File: src/rtl/fetch_controller_pkg.sv
// Shared processor definitions used by the fetch stage: machine word width,
// instruction memory depth, bubble encoding, IF/ID layout and FSM states.
package fetch_controller_pkg;

    localparam int XLEN = 32;
    localparam int DEFAULT_IMEM_WORDS = 128;
    localparam logic [XLEN-1:0] DEFAULT_NOP_WORD = 32'h0000_0000;

    localparam int IFID_INSTR_WIDTH   = XLEN;
    localparam int IFID_PCPLUS4_WIDTH = XLEN;
    localparam int IFID_WIDTH         = IFID_INSTR_WIDTH + IFID_PCPLUS4_WIDTH + 1;

    typedef enum logic {
        FETCH_RUN  = 1'b0,
        FETCH_HALT = 1'b1
    } fetch_state_t;

    typedef struct packed {
        logic [IFID_INSTR_WIDTH-1:0]   instr;
        logic [IFID_PCPLUS4_WIDTH-1:0] pc_plus4;
        logic                          valid;
    } ifid_t;

    // Instruction fetches are word-granular; the two low address bits are
    // forced to zero wherever an address enters the PC.
    function automatic logic [XLEN-1:0] word_align(input logic [XLEN-1:0] addr);
        return addr & ~XLEN'(3);
    endfunction

endpackage

File: src/rtl/fetch_controller_pc_register.sv
// Program counter flop: synchronous reset to a fixed value, load when asked,
// otherwise hold.
module pc_register
    import fetch_controller_pkg::*;
#(
    parameter logic [XLEN-1:0] RESET_VALUE = '0
) (
    input  logic            clk,
    input  logic            reset,
    input  logic            load,
    input  logic [XLEN-1:0] load_value,
    output logic [XLEN-1:0] pc
);

    // PC update: reset wins, then load, otherwise hold.
    always_ff @(posedge clk) begin
        if (reset) begin
            pc <= RESET_VALUE;
        end else if (load) begin
            pc <= load_value;
        end
    end

endmodule

File: src/rtl/fetch_controller.sv
// Instruction fetch stage: PC sequencing, IF/ID pipeline register and the
// RUN/HALT controller that stops fetching at the end of instruction memory.
//
//   state      | meaning
//   -----------+--------------------------------------------------------------
//   FETCH_RUN  | fetching: increment, redirect, stall and flush are honoured
//   FETCH_HALT | PC ran past memory; IF/ID held as a bubble until reset
module fetch_controller
    import fetch_controller_pkg::*;
#(
    parameter int              IMEM_WORDS = DEFAULT_IMEM_WORDS,
    parameter logic [XLEN-1:0] RESET_PC   = 32'h0000_0000,
    parameter logic [XLEN-1:0] NOP_WORD   = DEFAULT_NOP_WORD
) (
    input  logic            Clk,
    input  logic            Reset,
    input  logic            Stall_i,
    input  logic            Redirect_i,
    input  logic [XLEN-1:0] Target_i,
    input  logic            Flush_i,
    output logic [XLEN-1:0] IMemAddr_o,
    input  logic [XLEN-1:0] IMemData_i,
    output logic [XLEN-1:0] IFID_Instr_o,
    output logic [XLEN-1:0] IFID_PCPlus4_o,
    output logic            IFID_Valid_o,
    output logic            Halted_o,
    output logic [XLEN-1:0] FetchCount_o
);

    // One past the last legal byte address; kept one bit wider than the PC so
    // the comparison cannot wrap.
    localparam logic [XLEN:0]   PC_LIMIT       = (XLEN+1)'(IMEM_WORDS) * (XLEN+1)'(4);
    localparam logic [XLEN-1:0] RESET_PC_ALIGN = word_align(RESET_PC);

    fetch_state_t    state;
    fetch_state_t    state_next;
    ifid_t           ifid_q;
    ifid_t           ifid_next;
    ifid_t           bubble;
    logic [XLEN-1:0] pc;
    logic [XLEN-1:0] pc_value;
    logic            pc_load;
    logic [XLEN:0]   pc_inc;
    logic [XLEN-1:0] target_aligned;
    logic            count_inc;
    logic [XLEN-1:0] fetch_count;

    assign pc_inc         = {1'b0, pc} + (XLEN+1)'(4);
    assign target_aligned = word_align(Target_i);
    assign bubble         = '{instr: NOP_WORD, pc_plus4: ifid_q.pc_plus4, valid: 1'b0};

    pc_register #(
        .RESET_VALUE (RESET_PC_ALIGN)
    ) u_pc_register (
        .clk        (Clk),
        .reset      (Reset),
        .load       (pc_load),
        .load_value (pc_value),
        .pc         (pc)
    );

    // State register for the RUN/HALT controller.
    always_ff @(posedge Clk) begin
        if (Reset) begin
            state <= FETCH_RUN;
        end else begin
            state <= state_next;
        end
    end

    // Next-state, next-PC and IF/ID selection; redirect beats stall beats
    // the sequential increment. Out-of-range PCs halt instead of wrapping.
    always_comb begin
        state_next = state;
        pc_load    = 1'b0;
        pc_value   = pc;
        ifid_next  = ifid_q;
        count_inc  = 1'b0;
        case (state)
            FETCH_RUN: begin
                if (Redirect_i) begin
                    ifid_next = bubble;
                    if ({1'b0, target_aligned} >= PC_LIMIT) begin
                        state_next = FETCH_HALT;
                    end else begin
                        pc_load  = 1'b1;
                        pc_value = target_aligned;
                    end
                end else if (Stall_i) begin
                    if (Flush_i) begin
                        ifid_next = bubble;
                    end
                end else begin
                    if (Flush_i) begin
                        ifid_next = bubble;
                    end else begin
                        ifid_next = '{instr: IMemData_i, pc_plus4: pc_inc[XLEN-1:0], valid: 1'b1};
                        count_inc = 1'b1;
                    end
                    if (pc_inc >= PC_LIMIT) begin
                        state_next = FETCH_HALT;
                    end else begin
                        pc_load  = 1'b1;
                        pc_value = pc_inc[XLEN-1:0];
                    end
                end
            end
            FETCH_HALT: begin
                ifid_next = bubble;
            end
            default: begin
                state_next = FETCH_RUN;
            end
        endcase
    end

    // IF/ID pipeline register.
    always_ff @(posedge Clk) begin
        if (Reset) begin
            ifid_q <= '{instr: NOP_WORD, pc_plus4: '0, valid: 1'b0};
        end else begin
            ifid_q <= ifid_next;
        end
    end

    // Saturating count of valid instructions handed to decode.
    always_ff @(posedge Clk) begin
        if (Reset) begin
            fetch_count <= '0;
        end else if (count_inc && (fetch_count != '1)) begin
            fetch_count <= fetch_count + 1'b1;
        end
    end

    assign IMemAddr_o     = pc;
    assign IFID_Instr_o   = ifid_q.instr;
    assign IFID_PCPlus4_o = ifid_q.pc_plus4;
    assign IFID_Valid_o   = ifid_q.valid;
    assign Halted_o       = (state == FETCH_HALT);
    assign FetchCount_o   = fetch_count;

endmodule

File: config.mk
export PLATFORM = sky130hd
export DESIGN_NAME = fetch_controller
export DESIGN_NICKNAME = d
export VERILOG_FILES = /design/src/rtl/fetch_controller_pkg.sv /design/src/rtl/fetch_controller_pc_register.sv /design/src/rtl/fetch_controller.sv
export SDC_FILE = /design/constraint.sdc
export NUM_CORES = 1
export LEC_CHECK = 0
export ABC_CLOCK_PERIOD_IN_PS = 3550
export CAP_MARGIN = 20
export CORE_MARGIN = 10
export CORE_UTILIZATION = 45
export DETAILED_ROUTE_END_ITERATION = 8
export GPL_TIMING_DRIVEN = 1
export HOLD_SLACK_MARGIN = 0.02
export PLACE_DENSITY_LB_ADDON = 0.3
export SYNTH_ARGS = -nofsm -noshare
export SYNTH_HDL_FRONTEND = slang
export SYNTH_SLANG_ARGS = --single-unit
File: constraint.sdc
create_clock -name Clk -period 3.55 [get_ports Clk]
set_input_delay 0.8875 -clock Clk [delete_from_list [all_inputs] [get_ports Clk]]
set_output_delay 0.8875 -clock Clk [all_outputs]
set_load 0.005 [all_outputs]
==> results of run 1 <==
per-layer routing:
metal / vias to the layer above / share of wire [%]
met5: - / 0
met4: 0 / 1.7
met3: 25 / 6.7
met2: 173 / 52
met1: 2620 / 39
li1: 2693 / -
layout by cell type, fill, tap and decap left out, drive strengths merged, types with 21 or more instances in the layout:
cell / count
nor3: 21
clkbuf: 25
nor2: 117
nand4: 21
xor2: 22
nand3: 24
clkdlybuf4s50: 193
a22oi: 33
xnor2: 34
a211oi: 32
and2: 27
nand2: 30
dfxtp: 127
cells in the mapped netlist, types with 8 or more instances:
cell type and count:
a21oi_1 16, nor4_1 12, a211oi_1 32, xnor2_1 34, nand4_1 21, nor3_1 19
xor2_1 22, and2_1 27, nand2_1 30, buf_2 8, clkbuf_1 36, nor2_1 117
and3_1 9, dfxtp_1 127, or3_1 14, a22oi_1 33, inv_1 9, o21ai_0 12
nand3_1 24
where the power goes:
part	internal [mW]	switching, mW	leakage, nW
Sequential	1.45	0.0172	1.03
Combinational	0.145	0.108	1.50
Clock	1.17	0.600	0.297
per-stage QoR:
stage               hold WS, ns  total power [mW]  setup WS (ns)  cells  area (um^2)
floorplan                 0.453              1.59          0.572    662         5660
global placement          0.469              1.74          0.439    989         7730
detailed placement        0.484              1.75          0.323    990         7740
CTS                       0.498              3.50          0.290   1021         8340
global route              0.518              3.59         0.0637   1021         8340
finish                    0.493              3.49          0.256   1021         8340
flip-flops by register name, indices dropped and copies added, names as in the netlist:
register,flops
Halted_o,1
IFID_Valid_o,1
u_pc_register.pc,30
IFID_PCPlus4_o,31
IFID_Instr_o,32
FetchCount_o,32
cells by family (layout without fill, tap and decap cells):
| group | Yosys count | count (layout) |
|---|---|---|
| other cells | 1 | 2 |
| fa+ha+maj | 2 | 2 |
| buf+inv | 57 | 248 |
| mux | 9 | 9 |
| xor+xnor | 56 | 56 |
| flops | 127 | 127 |
| simple gates | 296 | 296 |
| compound gates | 113 | 113 |
cell type report:
cell class | instances | area [um^2]
well taps | 168 | 210
multi-input cells | 478 | 2890
fillers | 950 | 3820
clock buffers | 25 | 495
inverters | 9 | 33.8
flip-flops and latches | 127 | 2540
clock inverters | 6 | 105
repair buffers | 208 | 2060
worst paths after layout:
check                       from                   to  slack, ns  cells past startpoint
max          u_pc_register.pc[3]  u_pc_register.pc[8]       0.26                     10
min                 IFID_Valid_o         IFID_Valid_o       0.49                      2
max reg2reg  u_pc_register.pc[3]  u_pc_register.pc[8]       0.26                     10
min reg2reg         IFID_Valid_o         IFID_Valid_o       0.49                      2
tightest hold or removal path, cell delays in order, from the launching register on:
cell and delay (ns):
dfxtp_1 0.33, a21oi_1 0.06, nor2_1 0.07
==> metrics.txt, run 1 <==
final net count=912; critical path peak fanout=7; global routing's busiest layer=met2; status=completed; Synth Flop Type=dfxtp_1; largest family of logic cells by synthesized area=simple AND/OR/NAND/NOR gates; Mapped Area=5660 um^2; dpl hpwl=13.1 mm; hold crit path type=reg2reg; max_slew headroom=55.5%; area share of fa/ha/maj cells after synthesis=0.442%; synth top area cells=dfxtp_1, nor2_1, xnor2_1; Cells after Synth=661; area grow syn2layout=47.5%; 1st-iter DRT viols=462; CP required=3.85 ns; crit path cell chain=ha_1, nand4_1, or3_1, nor2_1, a31oi_1, a311o_1, nor4_4, buf_4, o21ai_2, mux2_1; Avg Cell Area, Syn=8.56 um^2; PostCTS Resize Cnt=0; TritonRoute pass-1 iters=5; post-synth top area share=45.0%; Clock Skew=0.00651 ns; clock transition at the registers of the reported paths=0.05 ns; Post-Synth XOR/XNOR Area=8.67%; fin crit period=3.29 ns; Final period util=92.8%; final core occ=68.6%; die height=132 um; Compound-Gate Fraction of Synth Area=13.9%; clk sink count=127; sequential share of the synthesized area=45.0%; critical path endpoint category=flop; M2 GR Usage=35.1%; post-synthesis mux area share=1.66%; post-CTS setup buffers=0; share of layout cells above drive strength 1=6.45%; htree depth=4; wire per inst=17.3 um; CP max stage delay=0.46 ns; Rows=40; setup violators final=0; met3 layer usage reported by global route=5.68%; register bit total from synthesis=127; GRT Overall Usage=19.6%; FMAX=304 MHz; cts bufs inserted=17; RSZ-0062 raised after global routing=false; initial antenna violation count=0; worst vdd ir=0.000308 V; via count of the first global-routing pass=5,364; Post-Synth Simple-Gate Area=26.1%; Clk Latency, worst-skew pair=0.42 ns; P per Cell Area=419 nW/um^2; number of max-cap violations=0; diode count=0; clock root buffer=clkbuf_16; met1 Use GR=21.5%; Die ar.=17,500 um^2; CTS tree=done; GRT overflow=0; routed wire length=17.7 mm; Routed Antenna Nets=0; CP top delay family=simple AND/OR/NAND/NOR gates; setup TNS=0 ns; Final GP Congestion=0.862; startpoint types=flop; Vias=5,511; synth unique cells=51; Clock Tree Buf Depth=2; largest net degree at the start of global routing=79; port bufs=194; kind of critical path=reg2reg; I/O Pins=199; Async SR Flop Fraction=0%; Hold Vio Cnt, Final=0; Post-synth EDFFs=0; Via density=5.40; Least-Margin Pin Slew=0.662 ns; first-pass GRT wire length=28.3 mm; Leak=2.83 nW; Final Slew Violations=0; Post-CTS Hold Fix Bufs=0; Ys Warns=0; CP max-delay cell=or3_1; Yosys top cell by area=dfxtp_1; WP data arrival=3.59 ns; Die W=132 um; Buf+Inv Stages, Crit Path=1; Starting Density=46.5%; core box area=12,200 um^2; drt drc=0
Note: power is estimated with default switching activity, not from simulation.
==> inputs of run 2 (changes only) <==
--- a/config.mk
+++ b/config.mk
@@ -13,6 +13,7 @@
 export GPL_TIMING_DRIVEN = 1
 export HOLD_SLACK_MARGIN = 0.02
 export PLACE_DENSITY_LB_ADDON = 0.3
+export SETUP_SLACK_MARGIN = 0.1
 export SYNTH_ARGS = -nofsm -noshare
 export SYNTH_HDL_FRONTEND = slang
 export SYNTH_SLANG_ARGS = --single-unit
==> run 2 against run 1 <==
Effect of this change: clock skew barely moved; clock power barely moved; critical path depth did not move; sequential cell count did not move; cell area rose by 0.10%; via count fell by 0.27%; count of clock-buffer cells in the layout did not move; sequential power barely moved; combinational power barely moved; first-iteration DRC count fell by 9.1%; utilization rose by 0.072 points; global-route usage did not move; highest routed layer unchanged.
==> metrics.txt, run 2 (same netlist as run 1, synthesis figures left out) <==
I/O Pins=199 (unchanged); clk sink count=127 (unchanged); Clock Tree Buf Depth=2 (unchanged); max_slew headroom=54.3% (-1.1 points); Seq pwr share=42.0% (about the same); GRT Overall Usage=19.6% (unchanged); cts bufs inserted=17 (unchanged); status=completed; routed wire length=17.7 mm (+0.14%); Clock Skew=0.00626 ns (-0.000252 ns); register area=2540 um^2 (unchanged); Final GP Congestion=0.862 (unchanged); setup TNS=0 ns (unchanged); FMAX=306 MHz (+0.93%); startpoint types=flop; drt drc=0 (unchanged); dpl hpwl=13.1 mm (unchanged); fin crit period=3.26 ns (-0.0305 ns); GRT overflow=0 (unchanged); worst vdd ir=0.000309 V (+0.39%); clock transition at the registers of the reported paths=0.05 ns (about the same); first-pass GRT wire length=28.3 mm (unchanged); wire per inst=17.3 um (+0.14%); Via density=5.38 (-0.27%); initial antenna violation count=0 (unchanged); commonest non-fill, non-tap cell in the layout=clkdlybuf4s50_1; share of layout cells above drive strength 1=6.57% (+0.12 points); port bufs=194 (unchanged); Rows=40 (unchanged); core box area=12,200 um^2 (unchanged); Design Power=3.50 mW (+0.12%); Die ar.=17,500 um^2 (unchanged); critical path peak fanout=7 (unchanged); Starting Density=46.5% (unchanged); sw frac=20.9% (+0.10 points); area grow syn2layout=47.7%; clock root buffer=clkbuf_16; Clock power frac=50.8% (about the same); number of max-cap violations=0 (unchanged); largest net degree at the start of global routing=79 (unchanged); Least-Margin Pin Slew=0.679 ns (+0.0169 ns); via count of the first global-routing pass=5,364 (unchanged); Routed Antenna Nets=0 (unchanged); multi-input combinational cell area=2900 um^2 (+0.30%); post-CTS setup buffers=0 (unchanged); CP required=3.85 ns (about the same); Clk Latency, worst-skew pair=0.42 ns (about the same); Vias=5,496 (-0.27%); RSZ-0062 raised after global routing=false; Die W=132 um (unchanged); final net count=912 (unchanged); hold crit path type=reg2reg; Final period util=91.9% (-0.86 points); Internal Power=2.77 mW (about the same); Logic pwr share=7.2% (about the same); critical path endpoint category=flop; P per Cell Area=419 nW/um^2 (about the same); kind of critical path=reg2reg; Final Slew Violations=0 (unchanged); CTS tree=done; setup violators final=0 (unchanged); commonest cells after routing, fill and taps aside=clkdlybuf4s50_1, dfxtp_1, nor2_1; switching power total=0.729 mW (+0.60%); WP data arrival=3.56 ns (-0.03 ns); Min Hold Slack=0.492 ns (-0.000439 ns); TritonRoute pass-1 iters=5 (unchanged); Leak=2.84 nW (+0.59%); htree depth=4 (unchanged); diode count=0 (unchanged); 1st-iter DRT viols=420 (-9.1%); die height=132 um (unchanged); Hold Vio Cnt, Final=0 (unchanged); # fillers=951 (+0.11%)
[run 2: cell count changes in the layout (fill, tap and decap cells not counted)]
| cell | delta |
|---|---|
| nor3_2 | -1 |
| nor2_1 | -1 |
| nor3_4 | +1 |
| nor2_2 | +1 |
[run 2: area by class of cell]
cell class,instances,area share (%)
clock buffers,25,5.93
well taps,168,2.52
clock inverters,6,1.26
flip-flops and latches,127,30.4
multi-input cells,478,34.7
repair buffers,208,24.7
inverters,9,0.404
[run 2: path summary, 6_finish.rpt]
check | start | end | slack [ns] | cells past startpoint
min | IFID_Instr_o[18] | IFID_Instr_o[18] | 0.49 | 2
max reg2reg | u_pc_register.pc[3] | u_pc_register.pc[7] | 0.29 | 10
min reg2reg | IFID_Instr_o[18] | IFID_Instr_o[18] | 0.49 | 2
max | u_pc_register.pc[3] | u_pc_register.pc[7] | 0.29 | 10
[run 2: power groups by stage]
stage	combinational [mW]	clock (mW)	sequential (mW)
floorplan	0.0892	0	1.50
global placement	0.245	0	1.50
detailed placement	0.251	0	1.50
CTS	0.255	1.78	1.47
global route	0.272	1.85	1.47
finish	0.253	1.78	1.47
[run 2: stage by stage]
| stage | area [um^2] | worst slack, ns | std cells | utilization, % |
|---|---|---|---|---|
| 2_1_floorplan | 5660 | 0.572 | 662 | - |
| 3_3_place_gp | 7730 | 0.439 | 989 | 63.5 |
| 3_5_place_dp | 7740 | 0.323 | 990 | 63.7 |
| 4_1_cts | 8340 | 0.290 | 1021 | 68.6 |
| 5_1_grt | 8350 | 0.102 | 1021 | 68.7 |
| 6_report | 8350 | 0.287 | 1021 | 68.7 |
[run 2: layer usage]
layer	up-vias	GRT usage (%)	part of all wire [%]
met2	168	35.1	52
li1	2688	-	-
met5	-	0	0
met3	25	5.68	6.3
met4	0	6.43	1.7
met1	2615	21.5	40
[run 2: critical path, cell delays in order (launching register included)]
cell     delay [ns]
dfxtp_1        0.40
ha_1           0.29
nand4_1        0.24
or3_1          0.49
nor3_4         0.27
o21ai_1        0.09
or4b_4         0.51
nor4_4         0.19
buf_4          0.22
o21ai_2        0.11
mux2_1         0.33
[run 2: timing repair]
action | 4_1_cts | 5_1_grt
endpoints found under the hold margin | 0 | 0
resized for setup | 0 | 2
setup endpoints to repair | 0 | 3
hold buffers | 0 | 0
==> inputs of run 3 (changes only) <==
--- a/config.mk
+++ b/config.mk
@@ -5,7 +5,7 @@
 export SDC_FILE = /design/constraint.sdc
 export NUM_CORES = 1
 export LEC_CHECK = 0
-export ABC_CLOCK_PERIOD_IN_PS = 3550
+export ABC_CLOCK_PERIOD_IN_PS = 3570
 export CAP_MARGIN = 20
 export CORE_MARGIN = 10
 export CORE_UTILIZATION = 45
==> constraint.sdc (replaced) <==
create_clock -name Clk -period 3.57 [get_ports Clk]
set_input_delay 0.8925 -clock Clk [delete_from_list [all_inputs] [get_ports Clk]]
set_output_delay 0.8925 -clock Clk [all_outputs]
set_load 0.005 [all_outputs]
==> run 3 against run 2 <==
Effect of this change: total power increased by 0.75%; first-iteration DRC count rose by 11%; non-clock buffer count unchanged; critical path type unchanged; largest cell class unchanged.
==> metrics.txt, run 3 (same netlist as run 1, synthesis figures left out) <==
status=completed; global routing's busiest layer=met2; design area=8370 um^2 (+0.18%); Final GP Congestion=0.861 (about the same); kind of critical path=reg2reg; Post-CTS Hold Fix Bufs=0 (unchanged); setup violators final=0 (unchanged); Placed Cells=990 (unchanged); Final Slew Violations=0 (unchanged); Logic pwr share=7.1% (about the same); met1 Use GR=21.7% (+0.21 points); worst vdd ir=0.000344 V (+11%); Seq pwr share=41.5% (-0.5 points); M2 GR Usage=35.2% (+0.083 points); Hold Vio Cnt, Final=0 (unchanged); reg2reg end=u_pc_register.pc[8]; area grow syn2layout=47.9%; final net count=912 (unchanged); I/O Pins=199 (unchanged); Clock Skew=0.00701 ns (+0.000756 ns); Rows=40 (unchanged); RR Startpoint=u_pc_register.pc[3]; drt drc=0 (unchanged); initial antenna violation count=0 (unchanged); htree depth=4 (unchanged); Hold Path Stages=2 (unchanged); CP required=3.87 ns (+0.02 ns); Final Worst Setup Slack=0.259 ns (-0.0280 ns); via count of the first global-routing pass=5,370 (+0.11%); clk sink count=127 (unchanged); Clock Tree Buf Depth=2 (unchanged); 1st-iter DRT viols=468 (+11%); register area=2540 um^2 (unchanged); sw frac=20.8% (-0.052 points); DP Area=7740 um^2 (unchanged); cts bufs inserted=17 (unchanged); GRT Overall Usage=19.7% (+0.16 points); commonest cells after routing, fill and taps aside=clkdlybuf4s50_1, dfxtp_1, nor2_1; met3 layer usage reported by global route=5.68% (unchanged); core box area=12,200 um^2 (unchanged); switching power total=0.733 mW (+0.50%); fin crit period=3.31 ns (+0.0480 ns); commonest non-fill, non-tap cell in the layout=clkdlybuf4s50_1; diode count=0 (unchanged); HP Start=IFID_PCPlus4_o[3]; post-CTS setup buffers=0 (unchanged); Die ar.=17,500 um^2 (unchanged); Clock power frac=51.4% (+0.6 points); first-pass GRT wire length=28.5 mm (+0.80%); dpl hpwl=13.2 mm (+0.68%); clock transition at the registers of the reported paths=0.06 ns (about the same); Vias=5,523 (+0.49%); max_slew headroom=56.5% (+2.1 points); die height=132 um (unchanged); Leak=2.83 nW (-0.34%); routed wire length=17.7 mm (about the same); critical path endpoint category=flop; clock root buffer=clkbuf_16; Clk Latency, worst-skew pair=0.42 ns (about the same); share of layout cells above drive strength 1=6.67% (+0.11 points); GRT overflow=0 (unchanged); final core occ=68.8% (+0.12 points); largest net degree at the start of global routing=79 (unchanged); setup TNS=0 ns (unchanged); RSZ-0062 raised after global routing=false; FMAX=302 MHz (-1.5%); hold crit path type=reg2reg; Internal Power=2.79 mW (+0.82%); port bufs=194 (unchanged); CTS tree=done; # fillers=972 (+2.2%); critical path peak fanout=7 (unchanged); fin cells=1,022 (+0.098%); WHS Endpoint=IFID_PCPlus4_o[3]; number of max-cap violations=0 (unchanged); P per Cell Area=421 nW/um^2 (+0.57%); WP data arrival=3.61 ns (+0.05 ns); Die W=132 um (unchanged); Least-Margin Pin Slew=0.647 ns (-0.0319 ns); R2R Setup Slk=0.26 ns (-0.03 ns); Worst R2R Path Depth=10 (unchanged); TritonRoute pass-1 iters=5 (unchanged); Via density=5.40 (+0.39%); startpoint types=flop; Starting Density=46.5% (unchanged); Final period util=92.8% (+0.83 points); wire per inst=17.3 um (-0.12%); pre-CTS setup slack=0.353 ns (+0.0301 ns); PostCTS Resize Cnt=0 (unchanged); multi-input combinational cell area=2890 um^2 (-0.30%); Routed Antenna Nets=0 (unchanged)
-- run 3: worst max-delay path: stages (launching register included) --
cell,delay (ns)
dfxtp_1,0.41
ha_1,0.30
nand4_1,0.25
or3_1,0.46
nor3_2,0.31
o21ai_1,0.09
or4b_4,0.52
nor4_4,0.19
buf_4,0.22
o21ai_2,0.10
mux2_1,0.33
-- run 3: worst max path at each step --
stage,to,start,slack [ns],cells past startpoint
6_report,u_pc_register.pc[8],u_pc_register.pc[3],0.26,10
3_5_place_dp,u_pc_register.pc[8],u_pc_register.pc[3],0.35,10
2_1_floorplan,u_pc_register.pc[11],u_pc_register.pc[2],0.59,10
5_1_grt,u_pc_register.pc[8],u_pc_register.pc[3],0.13,10
3_3_place_gp,u_pc_register.pc[8],u_pc_register.pc[3],0.46,10
4_1_cts,u_pc_register.pc[8],u_pc_register.pc[3],0.31,10
-- run 3: power groups by stage --
stage,Combinational (mW),Clock (mW),Sequential [mW]
2_1_floorplan,0.0887,0,1.49
3_3_place_gp,0.243,0,1.49
3_5_place_dp,0.250,0,1.49
4_1_cts,0.253,1.84,1.46
5_1_grt,0.271,1.91,1.46
6_report,0.250,1.81,1.46
-- run 3: metrics by stage --
step | hold WS [ns] | power [mW]
finish | 0.483 | 3.52
global route | 0.510 | 3.64
CTS | 0.488 | 3.55
detailed placement | 0.476 | 1.74
global placement | 0.469 | 1.73
floorplan | 0.453 | 1.58
-- run 3: per-layer routing --
| metal | share of wire, % | vias to the layer above |
|---|---|---|
| li1 | - | 2687 |
| met3 | 6.9 | 22 |
| met1 | 38 | 2631 |
| met2 | 53 | 183 |
| met5 | 0 | - |
| met4 | 1.6 | 0 |
-- run 3: final cells by class --
cell class	count	share of cell area, %
clock buffer	22	5.55
clock inverter	10	1.91
inverter	9	0.404
multi-input combinational	478	34.6
sequential	127	30.4
tap	168	2.51
timing repair buffer	208	24.7
